`src/rtl/reset_conditioner_if.sv`:
```
// Reset-request / conditioned-reset bundle between reset sources and the conditioner.
interface reset_conditioner_if #(
  parameter int NCH = 4
);
  logic [NCH-1:0] req_in;
  logic [NCH-1:0] rst_out;
  logic           rst_any;
  logic [NCH-1:0] assert_evt;
  logic [NCH-1:0] glitch_evt;

  modport master (output req_in, input rst_out, rst_any, assert_evt, glitch_evt);
  modport slave  (input req_in, output rst_out, rst_any, assert_evt, glitch_evt);
endinterface

```
`src/rtl/reset_conditioner.sv`:
```
// Multi-channel reset conditioner: synchronise, glitch-filter, stretch and register
// each asynchronous reset request; report assertions and rejected glitches.
module reset_conditioner_ch #(
  parameter int   SYNC_STAGES = 2,
  parameter int   FILT_CYC    = 2,
  parameter int   STRETCH     = 4,
  parameter logic POL         = 1'b1
) (
  input  logic clk,
  input  logic rst_n,
  input  logic req,
  output logic rst_out,
  output logic assert_evt,
  output logic glitch_evt
);
  localparam int QW = (FILT_CYC > 1) ? $clog2(FILT_CYC) : 1;
  localparam int HW = (STRETCH > 0) ? $clog2(STRETCH + 1) : 1;

  // State bit 1 doubles as the registered reset output.
  localparam logic [1:0] IDLE   = 2'b00;
  localparam logic [1:0] QUAL   = 2'b01;
  localparam logic [1:0] ACTIVE = 2'b10;
  localparam logic [1:0] HOLD   = 2'b11;

  logic [SYNC_STAGES-1:0] sync;
  logic [1:0]             state;
  logic [QW-1:0]          qcnt;
  logic [HW-1:0]          hcnt;
  logic                   a, s;

  assign a       = ~(req ^ POL);
  assign s       = sync[SYNC_STAGES-1];
  assign rst_out = state[1];

  always_ff @(posedge clk) begin
    if (!rst_n) begin
      sync       <= '0;
      state      <= (STRETCH > 0) ? HOLD : ACTIVE;
      hcnt       <= HW'(STRETCH);
      qcnt       <= '0;
      assert_evt <= 1'b0;
      glitch_evt <= 1'b0;
    end else begin
      sync       <= {sync[SYNC_STAGES-2:0], a};
      assert_evt <= 1'b0;
      glitch_evt <= 1'b0;
      case (state)
        IDLE: if (s) begin
          if (FILT_CYC == 1) begin
            state      <= ACTIVE;
            assert_evt <= 1'b1;
          end else begin
            state <= QUAL;
            qcnt  <= QW'(1);
          end
        end
        QUAL: begin
          if (!s) begin
            state      <= IDLE;
            glitch_evt <= 1'b1;
          end else if (qcnt == QW'(FILT_CYC - 1)) begin
            state      <= ACTIVE;
            assert_evt <= 1'b1;
          end else begin
            qcnt <= qcnt + QW'(1);
          end
        end
        ACTIVE: if (!s) begin
          if (STRETCH == 0) state <= IDLE;
          else begin
            state <= HOLD;
            hcnt  <= HW'(STRETCH);
          end
        end
        default: begin
          // Re-activation from HOLD extends the same reset, so no new event.
          if (s)                     state <= ACTIVE;
          else if (hcnt == HW'(1))   state <= IDLE;
          else                       hcnt  <= hcnt - HW'(1);
        end
      endcase
    end
  end
endmodule

module reset_conditioner #(
  parameter int             NCH         = 4,
  parameter int             SYNC_STAGES = 2,
  parameter int             FILT_CYC    = 2,
  parameter int             STRETCH     = 4,
  parameter logic [NCH-1:0] IN_POL      = {NCH{1'b1}}
) (
  input logic                clk,
  input logic                rst_n,
  reset_conditioner_if.slave bus
);
  logic [NCH-1:0] rst_w, aevt_w, gevt_w;

  for (genvar i = 0; i < NCH; i++) begin : g_ch
    reset_conditioner_ch #(
      .SYNC_STAGES (SYNC_STAGES),
      .FILT_CYC    (FILT_CYC),
      .STRETCH     (STRETCH),
      .POL         (IN_POL[i])
    ) u_ch (
      .clk        (clk),
      .rst_n      (rst_n),
      .req        (bus.req_in[i]),
      .rst_out    (rst_w[i]),
      .assert_evt (aevt_w[i]),
      .glitch_evt (gevt_w[i])
    );
  end

  assign bus.rst_out    = rst_w;
  assign bus.rst_any    = |rst_w;
  assign bus.assert_evt = aevt_w;
  assign bus.glitch_evt = gevt_w;
endmodule

```
`src/flat_wrapper.sv`:
```
// flat-port wrapper written by rule: the top's interface ports become plain ports
module reset_conditioner_flat 
#(
  parameter int             NCH         = 4,
  parameter int             SYNC_STAGES = 2,
  parameter int             FILT_CYC    = 2,
  parameter int             STRETCH     = 4,
  parameter logic [NCH-1:0] IN_POL      = {NCH{1'b1}}
)
  (clk, rst_n, bus_req_in, bus_rst_out, bus_rst_any, bus_assert_evt, bus_glitch_evt);
  reset_conditioner_if #(.NCH(NCH)) bus_i ();
  input logic clk;
  input logic rst_n;
  input wire logic [$bits(bus_i.req_in)-1:0] bus_req_in;
  output wire logic [$bits(bus_i.rst_out)-1:0] bus_rst_out;
  output wire logic [$bits(bus_i.rst_any)-1:0] bus_rst_any;
  output wire logic [$bits(bus_i.assert_evt)-1:0] bus_assert_evt;
  output wire logic [$bits(bus_i.glitch_evt)-1:0] bus_glitch_evt;
  assign bus_i.req_in = bus_req_in;
  assign bus_rst_out = bus_i.rst_out;
  assign bus_rst_any = bus_i.rst_any;
  assign bus_assert_evt = bus_i.assert_evt;
  assign bus_glitch_evt = bus_i.glitch_evt;
  reset_conditioner #(.NCH(NCH), .SYNC_STAGES(SYNC_STAGES), .FILT_CYC(FILT_CYC), .STRETCH(STRETCH), .IN_POL(IN_POL)) u_core (.clk(clk), .rst_n(rst_n), .bus(bus_i));
endmodule
```
`config.mk`:
```
export PLATFORM = sky130hd
export DESIGN_NAME = reset_conditioner_flat
export DESIGN_NICKNAME = d
export VERILOG_FILES = /design/src/rtl/reset_conditioner_if.sv /design/src/rtl/reset_conditioner.sv /design/src/flat_wrapper.sv
export SDC_FILE = /design/constraint.sdc
export NUM_CORES = 1
export LEC_CHECK = 0
export ABC_AREA = 0
export CAP_MARGIN = 15
export CORE_MARGIN = 2
export CORE_UTILIZATION = 55
export DETAILED_ROUTE_END_ITERATION = 8
export PLACE_DENSITY = 0.76
export SYNTH_ARGS = -nofsm -noshare
export SYNTH_HDL_FRONTEND = slang
export SYNTH_SLANG_ARGS = --single-unit
```
`constraint.sdc`:
```
create_clock -name clk -period 1.6 [get_ports clk]
set_input_delay 0.24 -clock clk [delete_from_list [all_inputs] [get_ports clk]]
set_output_delay 0.24 -clock clk [all_outputs]
set_load 0.05 [all_outputs]
```
==> impl_metrics.tcl, run 1 <==
set metrics [dict create \
    status "complete, no violations" \
    hp-class "input pin to flop" \
    path_clk_slew_ns 0.11 \
    clock-sinks 40 \
    endpoint_kind "flop" \
    synth_fa_ha_area_share_pct 12.7 \
    finalNonFillerCells 303 \
    crit_type "flop to flop" \
    p_per_area_nw_per_um2 1690 \
    synth_top_area_cell "dfxtp_1" \
    die_area_um2 4070 \
    port_buffers 18 \
    irDropWorstVdd_v 0.000815 \
    ys_top_cells_by_area "dfxtp_1 41%, ha_1 13%, a21oi_1 5.1%" \
    grt_max_degree 25 \
    crit_family "simple AND/OR/NAND/NOR gates" \
    p_clk_share_pct 13.4 \
    layout_min_cycle_time_ns 1.51 \
    syn_area_um2 1970 \
    switching_share_pct 40.2 \
    chipHeight_um 63.8 \
    place.gp.congestion 0.799 \
    setup_viol 0 \
    synth_top_area_share_pct 40.7 \
    power.internal_mw 2.43 \
    start_util_pct 58.0 \
    routedWlPerCell_um 12.0 \
    synth_cells 229 \
    io_pins 19 \
    max_stage_delay_ns 0.38 \
    core_area_um2 3390 \
    p_switching_mw 1.63 \
    clock.fmax_mhz 664 \
    avgSynthCellArea_um2 8.58 \
    dpl.cell_count 293 \
    area_growth_pct 22.4 \
    crit_arrival_ns 1.82 \
    cts_tree "yes" \
    worstSkewPairLatency_ns 0.37 \
    rows 21 \
    synth_compound_area_share_pct 15.0 \
    finalCritPeriodShare_pct 94.2 \
    synth_warnings 0 \
    synth_top_family_by_area "simple AND/OR/NAND/NOR gates" \
    cp-start-kind "flop" \
    grt_pass1_wl_um 6050 \
    finalHoldViolations 0 \
    postRouteAntennaNets 0 \
    diodes 0 \
    drc_errors 0 \
    synth_cell_types 26 \
    ys_seq_area_share_pct 40.7 \
    drv_cap 0 \
    place_ws_ns -0.00205 \
    cp_cell_sequence "inv_1 > ha_1 > or3_4 > nor4_2 > a21oi_1 > nor2_1" \
    die_w_um 63.8 \
    cp.depth 6 \
    slew_headroom_pct 68.8 \
    synth-xor-area-share_pct 0 \
    hold_buffers 0 \
    htreeDepth 2 \
    drt_wl_total_um 3630 \
    slew_viol_final 0 \
    dr.pass1.iters 4 \
    cp_slowest_cell "dfxtp_1" \
    p_comb_share_pct 51.6 \
    num_vias 1615 \
    dp_hpwl_um 2600 \
    power.total_mw 4.06 \
    first_iter_violations 76 \
    worstMarginPinSlew_ns 0.467 \
    clockBufferDepth 2 \
    r2r_cells 6 \
    clockRootBuffer "clkbuf_4" \
    skew_ns 0.00615 \
    overflow 0 \
    yosys.area_share.simple_pct 21.5 \
    drt-vias-per-instance 5.33 \
    worst_slack_ns 0.0936 \
    worstPathMaxFanout 4 \
    grtUsageTotal_pct 19.3 \
    crit_required_ns 1.91 \
    pwr-share-seq_pct 35.0 \
    syn_nets 255 \
    synthMuxAreaShare_pct 0 \
    antenna_found_initial 0 \
    cts-buffers-inserted 5 \
    grt_pass1_vias 1503 \
    worstHoldPathCells 2 \
    worst-path-buf-inv 1 \
    nets 282 \
    layout-drive-gt1-share_pct 29.2 \
    leakage_nw 1.02 \
    ys_seq_elements 40 \
]
==> placed cells by master (no fill, tap or decap), types with 3 or more instances in the layout <==
master,count
a21oi_1,20
a41oi_1,4
and2_1,8
buf_4,33
clkbuf_4,5
clkdlybuf4s50_1,5
dfxtp_1,31
dfxtp_2,9
ha_1,16
ha_2,3
inv_1,15
inv_2,4
nand2_1,19
nand2b_1,7
nand3b_1,3
nor2_1,26
nor3_1,5
nor4_2,5
o211ai_1,4
o21ai_0,6
o221ai_1,4
or3_4,3
==> synthesized netlist by cell type <==
cell type	instances
nor2_1	26
or3_4	1
dfxtp_1	40
o211ai_1	4
clkbuf_1	4
buf_6	1
nand3b_1	3
a211o_1	1
nor3_1	5
a21oi_1	20
nor2b_1	4
and2_1	8
nor4_1	8
nand2_1	19
a41oi_1	4
o221ai_1	4
nand2b_1	7
o21ai_0	9
or3_1	3
ha_1	20
clkbuf_2	2
a2111oi_0	3
inv_1	19
buf_4	12
a2111oi_2	1
nand4_1	1
==> flip-flops by register name (all words and copies together), names as in the netlist, named ones only <==
name / flops
u_core.g_ch.u_ch.sync: 8
u_core.g_ch.u_ch.glitch_evt: 4
u_core.g_ch.u_ch.state: 4
u_core.g_ch.u_ch.hcnt: 12
u_core.g_ch.u_ch.assert_evt: 4
u_core.g_ch.u_ch.qcnt: 4
==> final cells by class <==
| cell class | count | area [µm²] |
|---|---|---|
| multi-input combinational | 151 | 1090 |
| fill | 289 | 983 |
| clock buffer | 6 | 51.3 |
| inverter | 19 | 71.3 |
| sequential | 40 | 812 |
| clock inverter | 2 | 10.0 |
| tap | 46 | 57.6 |
| timing repair buffer | 39 | 318 |
==> worst register-to-register path, cell delays in order, from the launching register on <==
cell and delay, ns:
dfxtp_1 0.38, inv_1 0.09, ha_1 0.24, or3_4 0.36, nor4_2 0.24, a21oi_1 0.07, nor2_1 0.08
==> cell families after synthesis <==
logic type,Yosys count
AOI/OAI and AO/OA,46
adders and majority gates,20
buffers and inverters,38
DFF,40
and+or+nand+nor,85
==> worst paths after layout <==
path / from / to / slack [ns]
setup / recovery: u_core.g_ch[1].u_ch.state[0] / u_core.g_ch[1].u_ch.hcnt[1] / 0.09
hold / removal: bus_req_in[1] / u_core.g_ch[1].u_ch.sync[0] / 0.44
setup reg to reg: u_core.g_ch[1].u_ch.state[0] / u_core.g_ch[1].u_ch.hcnt[1] / 0.09
hold reg to reg: u_core.g_ch[2].u_ch.sync[0] / u_core.g_ch[2].u_ch.sync[1] / 0.45
==> per-stage QoR <==
stage | TNS [ns] | hold WS, ns | utilization (%) | instance area, µm²
2_1_floorplan | 0 | 0.367 | - | 1970
3_3_place_gp | 0 | 0.413 | 64.9 | 2200
3_5_place_dp | -0.00205 | 0.422 | 64.9 | 2200
4_1_cts | 0 | 0.425 | 66.9 | 2270
5_1_grt | -0.00765 | 0.430 | 71.0 | 2410
6_report | 0 | 0.442 | 71.0 | 2410
==> routing by layer <==
metal | track usage (%) | vias up | wire, µm
li1 | - | 825 | -
met2 | 32.8 | 20 | 1790
met4 | 11.4 | 0 | 91
met1 | 22.0 | 762 | 1630
met5 | 0 | - | 0
met3 | 4.58 | 8 | 114
==> power by group through the flow <==
stage	logic (mW)	clock network, mW	registers, mW
final	2.09	0.543	1.42
after detailed placement	1.83	0	1.40
after CTS	1.85	0.566	1.38
after global placement	1.78	0	1.40
after floorplan	1.38	0	1.37
after global routing	2.35	0.596	1.46
==> what timing repair did <==
action / CTS / global route
gates resized for setup: 3 / 38
pin swaps: 0 / 6
endpoints found under the setup margin: 2 / 15
buffers inserted: 0 / 2
hold endpoints to repair: 0 / 0
gates cloned: 0 / 0
Note: power is estimated with default switching activity, not from simulation.
==> run 2: changes to the inputs <==
==> constraint.sdc (replaced) <==
create_clock -name clk -period 1.7 [get_ports clk]
set_input_delay 0.255 -clock clk [delete_from_list [all_inputs] [get_ports clk]]
set_output_delay 0.255 -clock clk [all_outputs]
set_load 0.05 [all_outputs]
==> impl_metrics.tcl, run 2 (synthesis gave the netlist of run 1 again) <==
set metrics [dict create \
    status "complete, no violations" \
    largest_register "u_core.g_ch.u_ch.hcnt" \
    cp-start-kind "flop" \
    cp_slowest_cell "dfxtp_1" \
    finalNonFillerCells 286 \
    overflow 0 \
    die_w_um 63.8 \
    clock-sinks 40 \
    cts-buffers-inserted 5 \
    path_clk_slew_ns 0.12 \
    reg_top3 "u_core.g_ch.u_ch.hcnt (12), u_core.g_ch.u_ch.sync (8)" \
    drt-vias-per-instance 5.36 \
    place_ws_ns 0.104 \
    first_iter_violations 66 \
    layout-drive-gt1-share_pct 11.3 \
    antenna_found_initial 0 \
    layout_min_cycle_time_ns 1.59 \
    worst_slack_ns 0.107 \
    slew_headroom_pct 66.8 \
    clockBufferDepth 2 \
    post_cts_buffers 0 \
    htreeDepth 2 \
    die_area_um2 4070 \
    irDropWorstVdd_v 0.000821 \
    crit_arrival_ns 1.79 \
    rsz0062_at_grt "true" \
    leakage_nw 0.963 \
    finalHoldViolations 0 \
    tns_ns 0 \
    finalCritPeriodShare_pct 93.7 \
    startpoint "u_core.g_ch[2].u_ch.state[0]" \
    slew_viol_final 0 \
    nets 265 \
    endpoint_kind "flop" \
    clockRootBuffer "clkbuf_4" \
    num_vias 1532 \
    start_util_pct 58.0 \
    r2r_start "u_core.g_ch[2].u_ch.state[0]" \
    final_area_um2 2190 \
    postRouteAntennaNets 0 \
    port_buffers 18 \
    dp_hpwl_um 2500 \
    drt_wl_total_um 3460 \
    dr.pass1.iters 4 \
    grt_pass1_wl_um 5890 \
    worstPathMaxFanout 6 \
    cts_tree "yes" \
    rows 21 \
    drc_errors 0 \
    final_util_pct 64.6 \
    io_pins 19 \
    max_stage_delay_ns 0.38 \
    final_common_cell "dfxtp_1" \
    routedWlPerCell_um 12.1 \
    min_from "u_core.g_ch[3].u_ch.sync[0]" \
    grtUsageTotal_pct 18.5 \
    p_per_area_nw_per_um2 1550 \
    postPlaceCellArea_um2 2110 \
    grt_max_degree 25 \
    skew_ns 0.0151 \
    cp_cell_sequence "inv_1 > ha_1 > nand3b_1 > buf_4 > a21oi_1 > o221ai_1" \
    worstSkewPairLatency_ns 0.35 \
    setup_viol 0 \
    area_growth_pct 11.3 \
    hp-class "flop to flop" \
    worstMarginPinSlew_ns 0.500 \
    core_area_um2 3390 \
    chipHeight_um 63.8 \
    drv_cap 0 \
    crit_required_ns 1.90 \
    hold_buffers 0 \
    clock.fmax_mhz 628 \
    largest_reg_flops 12 \
    dpl.cell_count 278 \
    final_cell_mix "39 x dfxtp_1, 26 x nor2_1, 20 x a21oi_1, 19 x inv_1, 19 x nand2_1" \
    crit_type "flop to flop" \
    place.gp.congestion 0.808 \
    diodes 0 \
    grt_pass1_vias 1367 \
]
==> run 2: cell types whose count changed in the layout (fill, tap and decap cells not counted), sizes merged <==
cell / delta
dlygate4sd2: +8
buf: -25
==> run 2: layer usage <==
metal | global-route usage, % | share of wire (%) | vias to the layer above
li1 | - | - | 793
met4 | 7.34 | 1.0 | 0
met1 | 22.6 | 46 | 704
met3 | 5.63 | 3.8 | 4
met2 | 30.2 | 49 | 31
met5 | 0 | 0 | -
==> run 2: final timing paths <==
path,slack [ns],depth (start not counted),to
worst min-delay path,0.44,1,u_core.g_ch[3].u_ch.sync[1]
worst max register to register,0.11,6,flop
worst max-delay path,0.11,6,flop
worst min register to register,0.44,1,u_core.g_ch[3].u_ch.sync[1]
==> run 2: stage by stage <==
| step | power (mW) | hold slack [ns] |
|---|---|---|
| after floorplan | 2.59 | 0.382 |
| after detailed placement | 2.87 | 0.421 |
| final | 3.40 | 0.444 |
| after global routing | 3.70 | 0.467 |
| after global placement | 2.83 | 0.415 |
| after CTS | 3.36 | 0.448 |
==> run 2: final cells by class <==
cell class / instances / area (µm²)
Clock buffer: 6 / 51.3
Clock inverter: 2 / 10.0
Fill cell: 304 / 1200
Inverter: 19 / 71.3
Multi-Input combinational cell: 151 / 996
Sequential cell: 40 / 802
Tap cell: 46 / 57.6
Timing Repair Buffer: 22 / 200
==> run 2: report_power, final <==
part / switching [mW] / internal (mW)
Combinational: 0.944 / 0.645
Clock: 0.304 / 0.197
Sequential: 0.157 / 1.16
==> run 2: worst max-delay path, delay by kind of cell (launching register included) <==
| kind | cells | cell delay, ns |
|---|---|---|
| AND/OR/NAND/NOR | 1 | 0.24 |
| AO/OA/AOI/OAI | 2 | 0.26 |
| buffers and inverters | 2 | 0.28 |
| flip-flops | 1 | 0.38 |
| adder cells (fa/ha/maj) | 1 | 0.28 |
==> run 2: what timing repair did <==
item / in CTS / in global routing
setup endpoints to repair: 8 / 8
pin swaps: 0 / 2
hold endpoints to repair: 0 / 0
resized for setup: 8 / 12
==> run 3: changes to the inputs <==
--- a/config.mk
+++ b/config.mk
@@ -8,9 +8,10 @@
 export ABC_AREA = 0
 export CAP_MARGIN = 15
 export CORE_MARGIN = 2
-export CORE_UTILIZATION = 55
+export CORE_UTILIZATION = 56
+export CTS_CLUSTER_SIZE = 10
 export DETAILED_ROUTE_END_ITERATION = 8
-export PLACE_DENSITY = 0.76
+export PLACE_DENSITY = 0.77
 export SYNTH_ARGS = -nofsm -noshare
 export SYNTH_HDL_FRONTEND = slang
 export SYNTH_SLANG_ARGS = --single-unit
==> impl_metrics.tcl, run 3 (synthesis gave the netlist of run 1 again) <==
set metrics [dict create \
    worstSkewPairLatency_ns 0.35 \
    clock.fmax_mhz 615 \
    finalNonFillerCells 289 \
    worst-path-buf-inv 1 \
    routedWlPerCell_um 11.9 \
    io_pins 19 \
    crit_required_ns 1.99 \
    place.gp.congestion 0.834 \
    final_common_cell "dfxtp_1" \
    final_cell_mix "39 x dfxtp_1, 26 x nor2_1, 20 x a21oi_1" \
    worstPathMaxFanout 5 \
    dpl.cell_count 280 \
    setup_viol 0 \
    worstHoldPathCells 1 \
    hp-class "flop to flop" \
    largest_reg_flops 12 \
    pwr-share-seq_pct 37.7 \
    finalCritPeriodShare_pct 95.7 \
    drt-vias-per-instance 5.19 \
    cts_tree "yes" \
    drt_wl_total_um 3450 \
    r2r_cells 6 \
    use_met2_pct 29.9 \
    skew_ns 0.0117 \
    crit_arrival_ns 1.91 \
    layout_min_cycle_time_ns 1.63 \
    p_switching_mw 1.44 \
    holdPathEnd "u_core.g_ch[1].u_ch.sync[1]" \
    port_buffers 18 \
    grtUsageMet3_pct 5.71 \
    die_area_um2 4000 \
    clockBufferDepth 2 \
    start_util_pct 58.4 \
    antenna_found_initial 0 \
    irDropWorstVdd_v 0.000785 \
    min_from "u_core.g_ch[1].u_ch.sync[0]" \
    first_iter_violations 71 \
    power.internal_mw 2.04 \
    grt_pass1_vias 1342 \
    htreeDepth 2 \
    rows 21 \
    p_clk_share_pct 14.4 \
    crit_family "simple AND/OR/NAND/NOR gates" \
    cp_slowest_cell "or3_1" \
    grtUsageTotal_pct 17.6 \
    dp_hpwl_um 2350 \
    clock-sinks 40 \
    dr.pass1.iters 4 \
    die_w_um 63.2 \
    crit_type "flop to flop" \
    chipHeight_um 63.2 \
    cp-start-kind "flop" \
    diodes 0 \
    grt_max_degree 25 \
    finalHoldViolations 0 \
    reg_top3 "u_core.g_ch.u_ch.hcnt (12), u_core.g_ch.u_ch.sync (8)" \
    drc_errors 0 \
    overflow 0 \
    layout-drive-gt1-share_pct 13.6 \
    endpoint_kind "flop" \
    switching_share_pct 41.4 \
    clockRootBuffer "clkbuf_4" \
    leakage_nw 0.984 \
    slew_headroom_pct 66.9 \
    final_util_pct 66.3 \
    num_vias 1501 \
    nets 268 \
    worstReg2RegEnd "u_core.g_ch[0].u_ch.hcnt[1]" \
    grt_pass1_wl_um 5560 \
    cts-buffers-inserted 5 \
    postRouteAntennaNets 0 \
    p_comb_share_pct 47.9 \
    path_clk_slew_ns 0.12 \
    cp_cell_sequence "inv_1 > ha_1 > or3_1 > nor4_1 > a21oi_1 > nor2_1" \
    status "complete, no violations" \
    p_per_area_nw_per_um2 1560 \
    drv_cap 0 \
    max_stage_delay_ns 0.42 \
    r2r_slack_ns 0.07 \
    rsz0062_at_grt "true" \
    largest_register "u_core.g_ch.u_ch.hcnt" \
    area_growth_pct 13.4 \
    core_area_um2 3360 \
    worstMarginPinSlew_ns 0.498 \
    use_met1_pct 20.9 \
    busiest_layer "met2" \
    slew_viol_final 0 \
]
[run 3: cell types whose count changed in the layout (fill, tap and decap cells not counted), sizes merged]
cell / previous run / this run
buf: 9 / 12
[run 3: final cells by class]
| cell class | count | area [µm²] |
|---|---|---|
| multi-input combinational | 151 | 1010 |
| fill | 312 | 1130 |
| timing repair buffer | 25 | 223 |
| inverter | 19 | 71.3 |
| sequential | 40 | 802 |
| clock buffer | 6 | 51.3 |
| tap | 46 | 57.6 |
| clock inverter | 2 | 10.0 |
[run 3: power by group through the flow]
stage | clock (mW) | combinational (mW) | sequential [mW]
final | 0.502 | 1.67 | 1.31
after global routing | 0.573 | 1.87 | 1.34
after CTS | 0.511 | 1.55 | 1.30
after detailed placement | 0 | 1.55 | 1.32
after global placement | 0 | 1.51 | 1.32
after floorplan | 0 | 1.30 | 1.29
[run 3: how the worst max path moves through the flow]
stage / cells after the start / endpoint / start
final: 6 / u_core.g_ch[0].u_ch.hcnt[1] / flop
after global routing: 6 / u_core.g_ch[0].u_ch.hcnt[1] / flop
after CTS: 5 / u_core.g_ch[2].u_ch.state[0] / u_core.g_ch[2].u_ch.hcnt[0]
after detailed placement: 5 / u_core.g_ch[0].u_ch.state[0] / flop
after global placement: 5 / u_core.g_ch[0].u_ch.state[0] / flop
after floorplan: 5 / u_core.g_ch[0].u_ch.state[0] / flop
[run 3: what timing repair did]
action                                  CTS  global route
gates cloned                              0             0
buffers inserted                          0             1
hold buffers                              0             0
endpoints found under the setup margin    9             8
pin swaps                                 0             1
gates resized for setup                   9            14
[run 3: worst register-to-register path, stage by stage (launching register included)]
cell,delay (ns)
dfxtp_2,0.37
inv_1,0.09
ha_1,0.25
or3_1,0.42
nor4_1,0.29
a21oi_1,0.07
nor2_1,0.08
[run 3: layer usage]
metal  part of all wire, %  vias up
met3                   3.9        2
met1                    47      675
met2                    48       27
li1                      -      797
met5                     0        -
met4                  0.70        0
[run 3: metrics by stage]
| stage | setup WS (ns) | total power, mW | hold slack [ns] | instance area, µm² | setup TNS (ns) |
|---|---|---|---|---|---|
| after floorplan | 0.234 | 2.59 | 0.382 | 1970 | 0 |
| after global placement | 0.101 | 2.83 | 0.414 | 2120 | 0 |
| after detailed placement | 0.0959 | 2.87 | 0.418 | 2120 | 0 |
| after CTS | 0.0106 | 3.36 | 0.447 | 2170 | 0 |
| after global routing | -0.0428 | 3.78 | 0.462 | 2230 | -0.147 |
| final | 0.0732 | 3.48 | 0.445 | 2230 | 0 |
